### src/rtl/rtr_route_filter_mm_if.sv
// Route filter request/response bundle for one input VC.
// Carries the flit framing, the raw route request, the dimension-order
// change handshake and the filtered route / error outputs.
// Modports:
//   master - upstream routing logic (drives flit/route/mode request inputs)
//   slave  - the route filter itself
// Parameters must match the ones given to the attached rtr_route_filter_mm.
interface rtr_route_filter_mm_if #(
  parameter int num_ports            = 5,
  parameter int num_resource_classes = 2,
  parameter int err_cnt_width        = 8
);
  logic                            flit_valid;
  logic                            flit_head;
  logic                            flit_tail;
  logic                            route_valid;
  logic [num_ports-1:0]            route_in_op;
  logic [num_resource_classes-1:0] route_in_orc;
  logic                            mode_req_valid;
  logic [1:0]                      mode_req;
  logic                            mode_req_ready;
  logic [1:0]                      mode_active;
  logic                            mode_ack;
  logic                            route_out_valid;
  logic [num_ports-1:0]            route_out_op;
  logic [num_resource_classes-1:0] route_out_orc;
  logic [2:0]                      errors;
  logic [err_cnt_width-1:0]        err_count;

  modport master (
    output flit_valid, flit_head, flit_tail, route_valid,
    output route_in_op, route_in_orc, mode_req_valid, mode_req,
    input  mode_req_ready, mode_active, mode_ack,
    input  route_out_valid, route_out_op, route_out_orc, errors, err_count
  );

  modport slave (
    input  flit_valid, flit_head, flit_tail, route_valid,
    input  route_in_op, route_in_orc, mode_req_valid, mode_req,
    output mode_req_ready, mode_active, mode_ack,
    output route_out_valid, route_out_op, route_out_orc, errors, err_count
  );
endinterface

### src/rtl/rtr_route_filter_mm.sv
// Registered multi-mode route filter for one input VC.
// Masks the raw output-port and resource-class request against the turn
// rules of the active dimension order, tracks packet boundaries so that a
// dimension-order change only lands between packets, and reports per-cycle
// and counted routing/protocol errors.
// Ports:
//   clk   - clock
//   reset - asynchronous, active-high reset
//   bus   - rtr_route_filter_mm_if.slave (flit framing, route request,
//           mode handshake, filtered route, errors, error counter)
// Mode encoding: 0 ascending, 1 descending, 2 by message class, 3 ignored.
module rtr_route_filter_mm #(
  parameter int         num_message_classes  = 2,
  parameter int         num_resource_classes = 2,
  parameter int         num_vcs_per_class    = 1,
  parameter int         num_dimensions       = 2,
  parameter int         num_nodes_per_router = 1,
  parameter int         num_ports            = 5,
  parameter int         restrict_turns       = 1,
  parameter logic [1:0] reset_mode           = 2'd0,
  parameter int         port_id              = 0,
  parameter int         vc_id                = 0,
  parameter int         err_cnt_width        = 8
) (
  input logic                  clk,
  input logic                  reset,
  rtr_route_filter_mm_if.slave bus
);

  localparam logic [1:0] dim_order_ascending  = 2'd0;
  localparam logic [1:0] dim_order_descending = 2'd1;
  localparam logic [1:0] dim_order_by_class   = 2'd2;
  localparam logic [1:0] dim_order_invalid    = 2'd3;

  localparam int num_net_ports  = 2 * num_dimensions;
  localparam int last_eject     = num_net_ports + num_nodes_per_router - 1;
  localparam int din            = port_id / 2;
  localparam int resource_class = (vc_id / num_vcs_per_class) % num_resource_classes;
  localparam int message_class  =
    (vc_id / (num_vcs_per_class * num_resource_classes)) % num_message_classes;

  typedef enum logic [1:0] {IDLE, BUSY, PEND} state_t;

  state_t                          state_q, state_d;
  logic [1:0]                      mode_active_q, pend_mode_q, pend_mode_d, apply_mode;
  logic                            apply, mode_ack_q;
  logic                            head, tail, req_take, descending;
  logic [num_ports-1:0]            port_mask;
  logic [num_resource_classes-1:0] orc_mask;
  logic [2:0]                      err_d, errors_q;
  logic                            out_valid_q;
  logic [num_ports-1:0]            out_op_q;
  logic [num_resource_classes-1:0] out_orc_q;
  logic [err_cnt_width-1:0]        err_count_q;

  assign head     = bus.flit_valid & bus.flit_head;
  assign tail     = bus.flit_valid & bus.flit_tail;
  // Encoding 3 is handshaked like any request but never changes the mode.
  assign req_take = bus.mode_req_valid & (state_q != PEND) & (bus.mode_req != dim_order_invalid);

  // Resolve the active dimension order into a single direction flag.
  always_comb begin
    descending = 1'b0;
    case (mode_active_q)
      dim_order_ascending:  descending = 1'b0;
      dim_order_descending: descending = 1'b1;
      dim_order_by_class:   descending = (message_class % 2) == 1;
      default:              descending = 1'b0;
    endcase
  end

  // Legal output ports for this input under the active order.
  always_comb begin
    port_mask = '0;
    for (int p = 0; p < num_ports; p++) begin
      if (restrict_turns == 0) begin
        port_mask[p] = 1'b1;
      end else if (port_id >= num_net_ports) begin
        port_mask[p] = (p != port_id);
      end else if (p >= num_net_ports) begin
        port_mask[p] = (p <= last_eject);
      end else if (p == (port_id ^ 1)) begin
        port_mask[p] = 1'b1;
      end else if (descending) begin
        port_mask[p] = (p / 2) < din;
      end else begin
        port_mask[p] = (p / 2) > din;
      end
    end
  end

  // Resource classes may only stay or move upwards.
  always_comb begin
    orc_mask = '0;
    for (int r = 0; r < num_resource_classes; r++) begin
      orc_mask[r] = (restrict_turns == 0) || (r >= resource_class);
    end
  end

  // Per-cycle error classification, registered below.
  always_comb begin
    err_d    = '0;
    err_d[0] = bus.route_valid &
               (!$onehot(bus.route_in_op) || ((bus.route_in_op & ~port_mask) != '0));
    err_d[1] = bus.route_valid &
               (!$onehot(bus.route_in_orc) || ((bus.route_in_orc & ~orc_mask) != '0));
    err_d[2] = (head && (state_q != IDLE)) ||
               (bus.flit_valid && !head && (state_q == IDLE)) ||
               (bus.route_valid && !head);
  end

  // Packet tracking and mode scheduling. A request that arrives while a
  // packet stays open is parked until the tail; otherwise it applies at
  // once. A request coinciding with the tail of an open packet applies
  // immediately since the packet is finished at that edge.
  always_comb begin
    state_d     = state_q;
    pend_mode_d = pend_mode_q;
    apply       = 1'b0;
    apply_mode  = bus.mode_req;
    case (state_q)
      IDLE: begin
        if (head && !tail) begin
          state_d = BUSY;
          if (req_take) begin
            pend_mode_d = bus.mode_req;
            state_d     = PEND;
          end
        end else if (req_take) begin
          apply = 1'b1;
        end
      end
      BUSY: begin
        if (tail) begin
          state_d = IDLE;
          apply   = req_take;
        end else if (req_take) begin
          pend_mode_d = bus.mode_req;
          state_d     = PEND;
        end
      end
      PEND: begin
        if (tail) begin
          state_d    = IDLE;
          apply      = 1'b1;
          apply_mode = pend_mode_q;
        end
      end
      default: state_d = IDLE;
    endcase
  end

  // FSM state, active mode and acknowledge pulse.
  always_ff @(posedge clk or posedge reset) begin
    if (reset) begin
      state_q       <= IDLE;
      pend_mode_q   <= dim_order_ascending;
      mode_active_q <= reset_mode;
      mode_ack_q    <= 1'b0;
    end else begin
      state_q     <= state_d;
      pend_mode_q <= pend_mode_d;
      mode_ack_q  <= apply;
      if (apply) begin
        mode_active_q <= apply_mode;
      end
    end
  end

  // Registered filtered route, errors and saturating error counter.
  always_ff @(posedge clk or posedge reset) begin
    if (reset) begin
      out_valid_q <= 1'b0;
      out_op_q    <= '0;
      out_orc_q   <= '0;
      errors_q    <= '0;
      err_count_q <= '0;
    end else begin
      out_valid_q <= bus.route_valid;
      out_op_q    <= bus.route_in_op & port_mask;
      out_orc_q   <= bus.route_in_orc & orc_mask;
      errors_q    <= err_d;
      if ((err_d != '0) && (err_count_q != '1)) begin
        err_count_q <= err_count_q + err_cnt_width'(1);
      end
    end
  end

  assign bus.mode_req_ready  = (state_q != PEND);
  assign bus.mode_active     = mode_active_q;
  assign bus.mode_ack        = mode_ack_q;
  assign bus.route_out_valid = out_valid_q;
  assign bus.route_out_op    = out_op_q;
  assign bus.route_out_orc   = out_orc_q;
  assign bus.errors          = errors_q;
  assign bus.err_count       = err_count_q;

endmodule

### src/flat_wrapper.sv
// flat-port wrapper written by rule: the top's interface ports become plain ports
module rtr_route_filter_mm_flat 
#(
  parameter int         num_message_classes  = 2,
  parameter int         num_resource_classes = 2,
  parameter int         num_vcs_per_class    = 1,
  parameter int         num_dimensions       = 2,
  parameter int         num_nodes_per_router = 1,
  parameter int         num_ports            = 5,
  parameter int         restrict_turns       = 1,
  parameter logic [1:0] reset_mode           = 2'd0,
  parameter int         port_id              = 0,
  parameter int         vc_id                = 0,
  parameter int         err_cnt_width        = 8
)
  (clk, reset, bus_flit_valid, bus_flit_head, bus_flit_tail, bus_route_valid, bus_route_in_op, bus_route_in_orc, bus_mode_req_valid, bus_mode_req, bus_mode_req_ready, bus_mode_active, bus_mode_ack, bus_route_out_valid, bus_route_out_op, bus_route_out_orc, bus_errors, bus_err_count);
  rtr_route_filter_mm_if #(.num_ports(num_ports), .num_resource_classes(num_resource_classes), .err_cnt_width(err_cnt_width)) bus_i ();
  input logic clk;
  input logic reset;
  input wire logic [$bits(bus_i.flit_valid)-1:0] bus_flit_valid;
  input wire logic [$bits(bus_i.flit_head)-1:0] bus_flit_head;
  input wire logic [$bits(bus_i.flit_tail)-1:0] bus_flit_tail;
  input wire logic [$bits(bus_i.route_valid)-1:0] bus_route_valid;
  input wire logic [$bits(bus_i.route_in_op)-1:0] bus_route_in_op;
  input wire logic [$bits(bus_i.route_in_orc)-1:0] bus_route_in_orc;
  input wire logic [$bits(bus_i.mode_req_valid)-1:0] bus_mode_req_valid;
  input wire logic [$bits(bus_i.mode_req)-1:0] bus_mode_req;
  output wire logic [$bits(bus_i.mode_req_ready)-1:0] bus_mode_req_ready;
  output wire logic [$bits(bus_i.mode_active)-1:0] bus_mode_active;
  output wire logic [$bits(bus_i.mode_ack)-1:0] bus_mode_ack;
  output wire logic [$bits(bus_i.route_out_valid)-1:0] bus_route_out_valid;
  output wire logic [$bits(bus_i.route_out_op)-1:0] bus_route_out_op;
  output wire logic [$bits(bus_i.route_out_orc)-1:0] bus_route_out_orc;
  output wire logic [$bits(bus_i.errors)-1:0] bus_errors;
  output wire logic [$bits(bus_i.err_count)-1:0] bus_err_count;
  assign bus_i.flit_valid = bus_flit_valid;
  assign bus_i.flit_head = bus_flit_head;
  assign bus_i.flit_tail = bus_flit_tail;
  assign bus_i.route_valid = bus_route_valid;
  assign bus_i.route_in_op = bus_route_in_op;
  assign bus_i.route_in_orc = bus_route_in_orc;
  assign bus_i.mode_req_valid = bus_mode_req_valid;
  assign bus_i.mode_req = bus_mode_req;
  assign bus_mode_req_ready = bus_i.mode_req_ready;
  assign bus_mode_active = bus_i.mode_active;
  assign bus_mode_ack = bus_i.mode_ack;
  assign bus_route_out_valid = bus_i.route_out_valid;
  assign bus_route_out_op = bus_i.route_out_op;
  assign bus_route_out_orc = bus_i.route_out_orc;
  assign bus_errors = bus_i.errors;
  assign bus_err_count = bus_i.err_count;
  rtr_route_filter_mm #(.num_message_classes(num_message_classes), .num_resource_classes(num_resource_classes), .num_vcs_per_class(num_vcs_per_class), .num_dimensions(num_dimensions), .num_nodes_per_router(num_nodes_per_router), .num_ports(num_ports), .restrict_turns(restrict_turns), .reset_mode(reset_mode), .port_id(port_id), .vc_id(vc_id), .err_cnt_width(err_cnt_width)) u_core (.clk(clk), .reset(reset), .bus(bus_i));
endmodule
### config.mk
export PLATFORM = sky130hd
export DESIGN_NAME = rtr_route_filter_mm_flat
export DESIGN_NICKNAME = d
export VERILOG_FILES = /design/src/rtl/rtr_route_filter_mm_if.sv /design/src/rtl/rtr_route_filter_mm.sv /design/src/flat_wrapper.sv
export SDC_FILE = /design/constraint.sdc
export NUM_CORES = 1
export LEC_CHECK = 0
export BUFFER_PORTS_ARGS = -buffer_cell sky130_fd_sc_hd__buf_4
export CAP_MARGIN = 5
export CORE_MARGIN = 3
export CORE_UTILIZATION = 53
export DETAILED_ROUTE_END_ITERATION = 8
export PLACE_DENSITY = 0.83
export SLEW_MARGIN = 20
export SYNTH_ARGS = -nofsm -noshare
export SYNTH_HDL_FRONTEND = slang
export SYNTH_SLANG_ARGS = --single-unit
### constraint.sdc
create_clock -name clk -period 2.55 [get_ports clk]
set_input_delay 0.51 -clock clk [delete_from_list [all_inputs] [get_ports clk]]
set_output_delay 0.51 -clock clk [all_outputs]
set_load 0.01 [all_outputs]
# Yosys cells after proc, flatten, opt, wreduce, memory -nomap -nowiden

Index checks and enable logic that the tools add are counted.

Add/subtract/negate cells: 6
Equal/unequal tests: 12
Reduce and logical (&&, ||, !) cells: 20
Shift-type cells: 0
Bitwise logic cells: 9
Multipliers: 0
Div/mod/pow operators: 0
Multiplexer cells: 19
Order comparisons: 0

Operator list:

| kind                                                            | number |
|---|---|
| 2-bit 2-to-1 mux                                                | 10 |
| 5-bit bitwise AND                                               | 2 |
| 8-bit by 1-bit adder with 8-bit output, second input constant   | 1 |
| 2-bit != test, second input constant                            | 4 |
| 8-bit != test, second input constant                            | 1 |
| 1-bit by 1-bit adder with 2-bit output                          | 3 |
| 1-bit bitwise AND                                               | 6 |
| 2-bit by 1-bit == test with 1-bit output, second input constant | 3 |
| 1-bit logical AND                                               | 6 |
| 1-bit 2-to-1 mux                                                | 6 |
| 2-bit one-hot mux with 3 select lines                           | 1 |
| 3-bit AND reduction                                             | 2 |
| 5-bit inverter                                                  | 1 |
| 5-bit nonzero test                                              | 1 |
| 1-bit logical NOT                                               | 4 |
| 2-bit one-hot mux with 2 select lines                           | 1 |
| 2-bit nonzero test                                              | 2 |
| 3-bit by 1-bit adder with 3-bit output                          | 1 |
| 3-bit adder                                                     | 1 |
| 3-bit by 1-bit == test with 1-bit output, second input constant | 1 |
| 1-bit logical OR                                                | 3 |
| 3-bit by 1-bit != test with 1-bit output, second input constant | 1 |
| 1-bit one-hot mux with 3 select lines                           | 1 |
| 3-bit nonzero test                                              | 1 |
| 3 further kinds                                                 | 3 |

Memories kept: 0
Output and inout bits: 23
Register bits: 26
Input bits: 16
Logic and storage cells: 75
Latch bits: 0
RAM bits: 0
Memory bits (read-only): 0

# Depth between registers and ports, before layout

Word-level depth: 10
Mapped depth: 8
Depth with buffers taken out: 8

# Worst setup path before layout

No wires, ideal clock.

Kind: input-to-reg
Start: in bus_route_in_op[2]
End: reg u_core.err_count_q[3], in the netlist u_core.bus.err_count[3]
Path buffers: 0
Path slack: 26 ps
Arrival time: 2395 ps
Stages: 8
Required time: 2420 ps
Library setup time: 130 ps
Cell sequence: ha_1 > inv_1 > fa_1 > fa_1 > o2111ai_1 > o211ai_4 > nor2_1 > xor2_1

Longest elaborated chain between the ends: 9
Elaborated cells on any way between the ends: 11
Classes of those cells: add/sub: 3; eq/ne: 1; bitwise: 2; reduce/logical: 5

Ends and longest elaborated chain:

| element                                                      | line                       | text |
|---|---|---|
| start: declaration                                           | flat_wrapper.sv:24         | `input wire logic [$bits(bus_i.route_in_op)-1:0] bus_route_in_op;` |
| 1-bit by 1-bit adder with 2-bit output (not written as such) | rtr_route_filter_mm.sv:104 | `(!$onehot(bus.route_in_op) \|\| ((bus.route_in_op & ~port_mask) != '0));` |
| 3-bit adder (not written as such)                            | rtr_route_filter_mm.sv:104 |  |
| 3-bit by 1-bit adder with 3-bit output (not written as such) | rtr_route_filter_mm.sv:104 |  |
| 3-bit by 1-bit == test with 1-bit output                     | rtr_route_filter_mm.sv:104 |  |
| 1-bit logical NOT                                            | rtr_route_filter_mm.sv:104 |  |
| 1-bit logical OR (*)                                         | rtr_route_filter_mm.sv:104 |  |
| 1-bit bitwise AND (*)                                        | rtr_route_filter_mm.sv:103 | `err_d[0] = bus.route_valid &` |
| 3-bit nonzero test (*)                                       | rtr_route_filter_mm.sv:183 | `if ((err_d != '0) && (err_count_q != '1)) begin` |
| 1-bit logical AND (*)                                        | rtr_route_filter_mm.sv:183 |  |
| end signal: assignment                                       | rtr_route_filter_mm.sv:184 | `err_count_q <= err_count_q + err_cnt_width'(1);` |
| end: declaration                                             | rtr_route_filter_mm.sv:54  | `logic [err_cnt_width-1:0] err_count_q;` |

Every way passes the cells marked *; elsewhere a longest branch is shown, timed or not.
A chain may end at the register's enable or synchronous reset.

# Final worst setup path

Start: in bus_route_in_op[2]
End: reg u_core.err_count_q[7], in the netlist u_core.bus.err_count[7]

The elaborated chain is that of the path after synthesis.

==> out/results.ini <==
[run_status]
status = finished clean

[logic_synthesis]
area_fraction_in_compound_gates_after_synthesis_pct = 6.99
synth_largest_area_cell = dfrtp_1
synth_xor_area_share_pct = 5.93
yosysWarnings = 0
syn_area_sq_mm = 0.00118
total_of_flip_flops_plus_latches_after_synthesis = 25
yosysTopAreaCellShare_pct = 53.0
synthesized_netlist_cell_count = 103
synth.yosys.seq_area_share_pct = 53.0
synth.distinct_cells = 29
synth-edff-count = 0
yosys.area_share.adder_pct = 6.57
post_synth_and_or_nand_nor_area_fraction_pct = 18.3
yosys-mux-area-fraction_pct = 5.72
synth.area.top_cells = dfrtp_1, mux2_2, fa_1, and2_1, ha_1
synth_top_family_by_area = simple AND/OR/NAND/NOR gates
synth-main-ff-cell = dfrtp_1
mean_syn_cell_area_sq_um = 11.5
mappedNetlistNets = 124
async_flop_share_pct = 100

[floorplan]
design.core.area_sq_mm = 0.00204
top_level_ports = 39
placement_rows = 16
die_area_sq_mm = 0.00283
die_height_um = 53.2
dieWidth_um = 53.2
initial_standard_cell_utilization_of_the_core_pct = 57.8

[power_and_ir_drop]
switching_share_pct = 34.3
power-per-cell-area_mw_per_mm2 = 768
p_clk_share_pct = 14.0
finalPower_mw = 1.20
power_leakage_nw = 0.774
vdd_drop_max_mv = 0.476
power.net_switching_mw = 0.410
internal-power_mw = 0.785
comb_power_share_pct = 35.6
seq_power_share_pct = 50.3

[job]
cap_viol_max_count = 0

[place]
post-dp-hpwl_mm = 1.94
port_buffers = 37
gpl.final_weighted_congestion = 0.823
placed_cells = 172

[clock_tree]
cts_max_path_buffers = 2
cts.clk_slew.worst_paths_ns = 0.13
cts_max_level = 1
cts_setup_buffers = 0
cts_root_buffer = clkbuf_4
tritoncts.num_buffers = 3
cts_tree = built
cts_sinks = 25
cts.hold.buffers_added = 0
post_cts_resize_count = 0
clk-insertion-delay-late_ns = 0.31

[setup_path]
regToRegStartpoint = u_core.state_q[1]
worstSetupEndpointType = flip-flop
timing_worst_setup_path_type = in2reg
timing.critical_path.from_type = primary input
crit-reg2reg-capture = u_core.bus.err_count[4]
worst-endpoint-required_ns = 2.75
r2r_setup_slack_ns = 0.81
worst_ep_arrival_time_ns = 2.65
cp_max_fo = 5
worst-r2r-cell-count = 5

[timing]
fin_crit_sh_pct = 96.1
worst_hold_margin_ns = 0.227
setup_repair_after_global_routing_missed_its_margin = no
min_period_ns = 2.45
fin_setup_tns_ns = 0
timing.final.setup_violations = 0
slew_viol_final = 0
final.setup_skew_ns = 0.00914
finalHoldViolations = 0
max_clock_freq_mhz = 408

[global_route]
grt_first_pass_wirelength_mm = 3.80
grt_pass1_vias = 893
gr-total-overflow = 0
global_route.usage.total_pct = 19.1
grt_start_max_net_pins = 26
grt_antenna_before_repair = 0

[drt]
drt_first_pass_iters = 4
routed-via-count = 892
vias_per_cell = 5.07
drt.antenna.violating_nets = 0
route.detailed.drc = 0
drt-wirelength-per-cell_um = 13.6
finalWirelength_mm = 2.39
drt-initial-drc-count = 15

[finish]
diodes = 0
n_fill_cell = 155
area_delta_synth_final_pct = 31.8
share_of_final_layout_standard_cells_stronger_than_drive_strength_1_pct = 38.3
fin_nets = 171
finish.cell_count_without_fillers = 176
utilization_pct = 76.2

[worst_hold_path]
min_path_type = in2async

==> cell usage in the layout, fill, tap and decap left out, types with 2 or more instances in the layout <==
| cell type | Yosys | layout |
|---|---|---|
| dfrtp_1 | 25 | 25 |
| mux2_2 | 6 | 6 |
| nor3_2 | 2 | 2 |
| nand4_1 | 3 | 3 |
| buf_4 | 1 | 43 |
| clkbuf_4 | 0 | 3 |
| inv_1 | 8 | 8 |
| nand2b_1 | 4 | 4 |
| ha_1 | 3 | 3 |
| and2_1 | 6 | 6 |
| nand3_1 | 2 | 2 |
| nand2_1 | 9 | 9 |
| xnor2_1 | 4 | 4 |
| nor2_1 | 9 | 9 |
| o21ai_0 | 2 | 2 |
| fa_1 | 2 | 2 |
| xor2_1 | 4 | 4 |
==> critical path: stages <==
cell and delay (ns):
buf_4 0.12, ha_1 0.27, inv_1 0.05, fa_1 0.40, fa_1 0.49, o2111ai_1 0.23, o211ai_4 0.33, nor2_1 0.10
xor2_1 0.15
==> sequential cells by signal (all words and copies together), names as in the netlist <==
signal / cells
u_core.bus.err_count: 8
u_core.bus.route_out_op: 4
u_core.bus.errors: 3
u_core.bus.mode_active: 2
u_core.bus.route_out_orc: 2
u_core.pend_mode_q: 2
u_core.state_q: 2
u_core.bus.mode_ack: 1
u_core.bus.route_out_valid: 1
==> synthesized netlist by cell type, types with 3 or more instances <==
| master | n |
|---|---|
| and2_1 | 6 |
| nor2_1 | 9 |
| nand4_1 | 3 |
| ha_1 | 3 |
| xnor2_1 | 4 |
| mux2_2 | 6 |
| inv_1 | 8 |
| nand2b_1 | 4 |
| xor2_1 | 4 |
| dfrtp_1 | 25 |
| nand2_1 | 9 |
==> per-layer routing <==
metal  track usage, %  part of all wire, %
met5                0                    0
met2             37.6                   55
met3             5.07                  5.4
met4             5.11                  1.3
met1             19.2                   38
==> power groups by stage <==
stage,Combinational [mW],Clock (mW),Sequential (mW)
after global placement,0.414,0,0.602
after floorplan,0.188,0,0.627
after global routing,0.467,0.192,0.623
after CTS,0.433,0.178,0.601
final,0.426,0.168,0.602
after detailed placement,0.432,0,0.607
==> worst max-delay path by stage <==
stage	to	cells past startpoint	from	slack, ns
detailed placement	u_core.bus.err_count[7]	9	bus_route_in_op[2]	-0.23
floorplan	u_core.bus.err_count[3]	8	bus_route_in_op[2]	0.03
finish	u_core.bus.err_count[7]	9	bus_route_in_op[2]	0.10
global placement	u_core.bus.err_count[3]	9	bus_route_in_op[2]	-0.14
CTS	u_core.bus.err_count[7]	9	bus_route_in_op[2]	0.11
global route	u_core.bus.err_count[7]	9	bus_route_in_op[2]	0.02
==> per-stage QoR <==
step                setup slack, ns  area, sq um
floorplan                    0.0256         1180
global placement             -0.143         1530
detailed placement           -0.231         1530
CTS                           0.108         1560
global route                 0.0229         1560
finish                        0.101         1560
==> cell type report <==
class | instances | area (sq um) | area share [%]
inverters | 8 | 30.0 | 1.93
clock buffers | 4 | 26.3 | 1.69
multi-input cells | 69 | 518 | 33.3
repair buffers | 43 | 323 | 20.7
flip-flops and latches | 25 | 626 | 40.2
well taps | 27 | 33.8 | 2.17
==> logic make-up after synthesis <==
group | Yosys count
AO/OA/AOI/OAI | 9
XOR/XNOR | 8
adder cells (fa/ha/maj) | 5
buffers and inverters | 9
flip-flops | 25
multiplexers | 6
other | 1
AND/OR/NAND/NOR | 40
No activity file was read; power rests on OpenSTA's default activity.
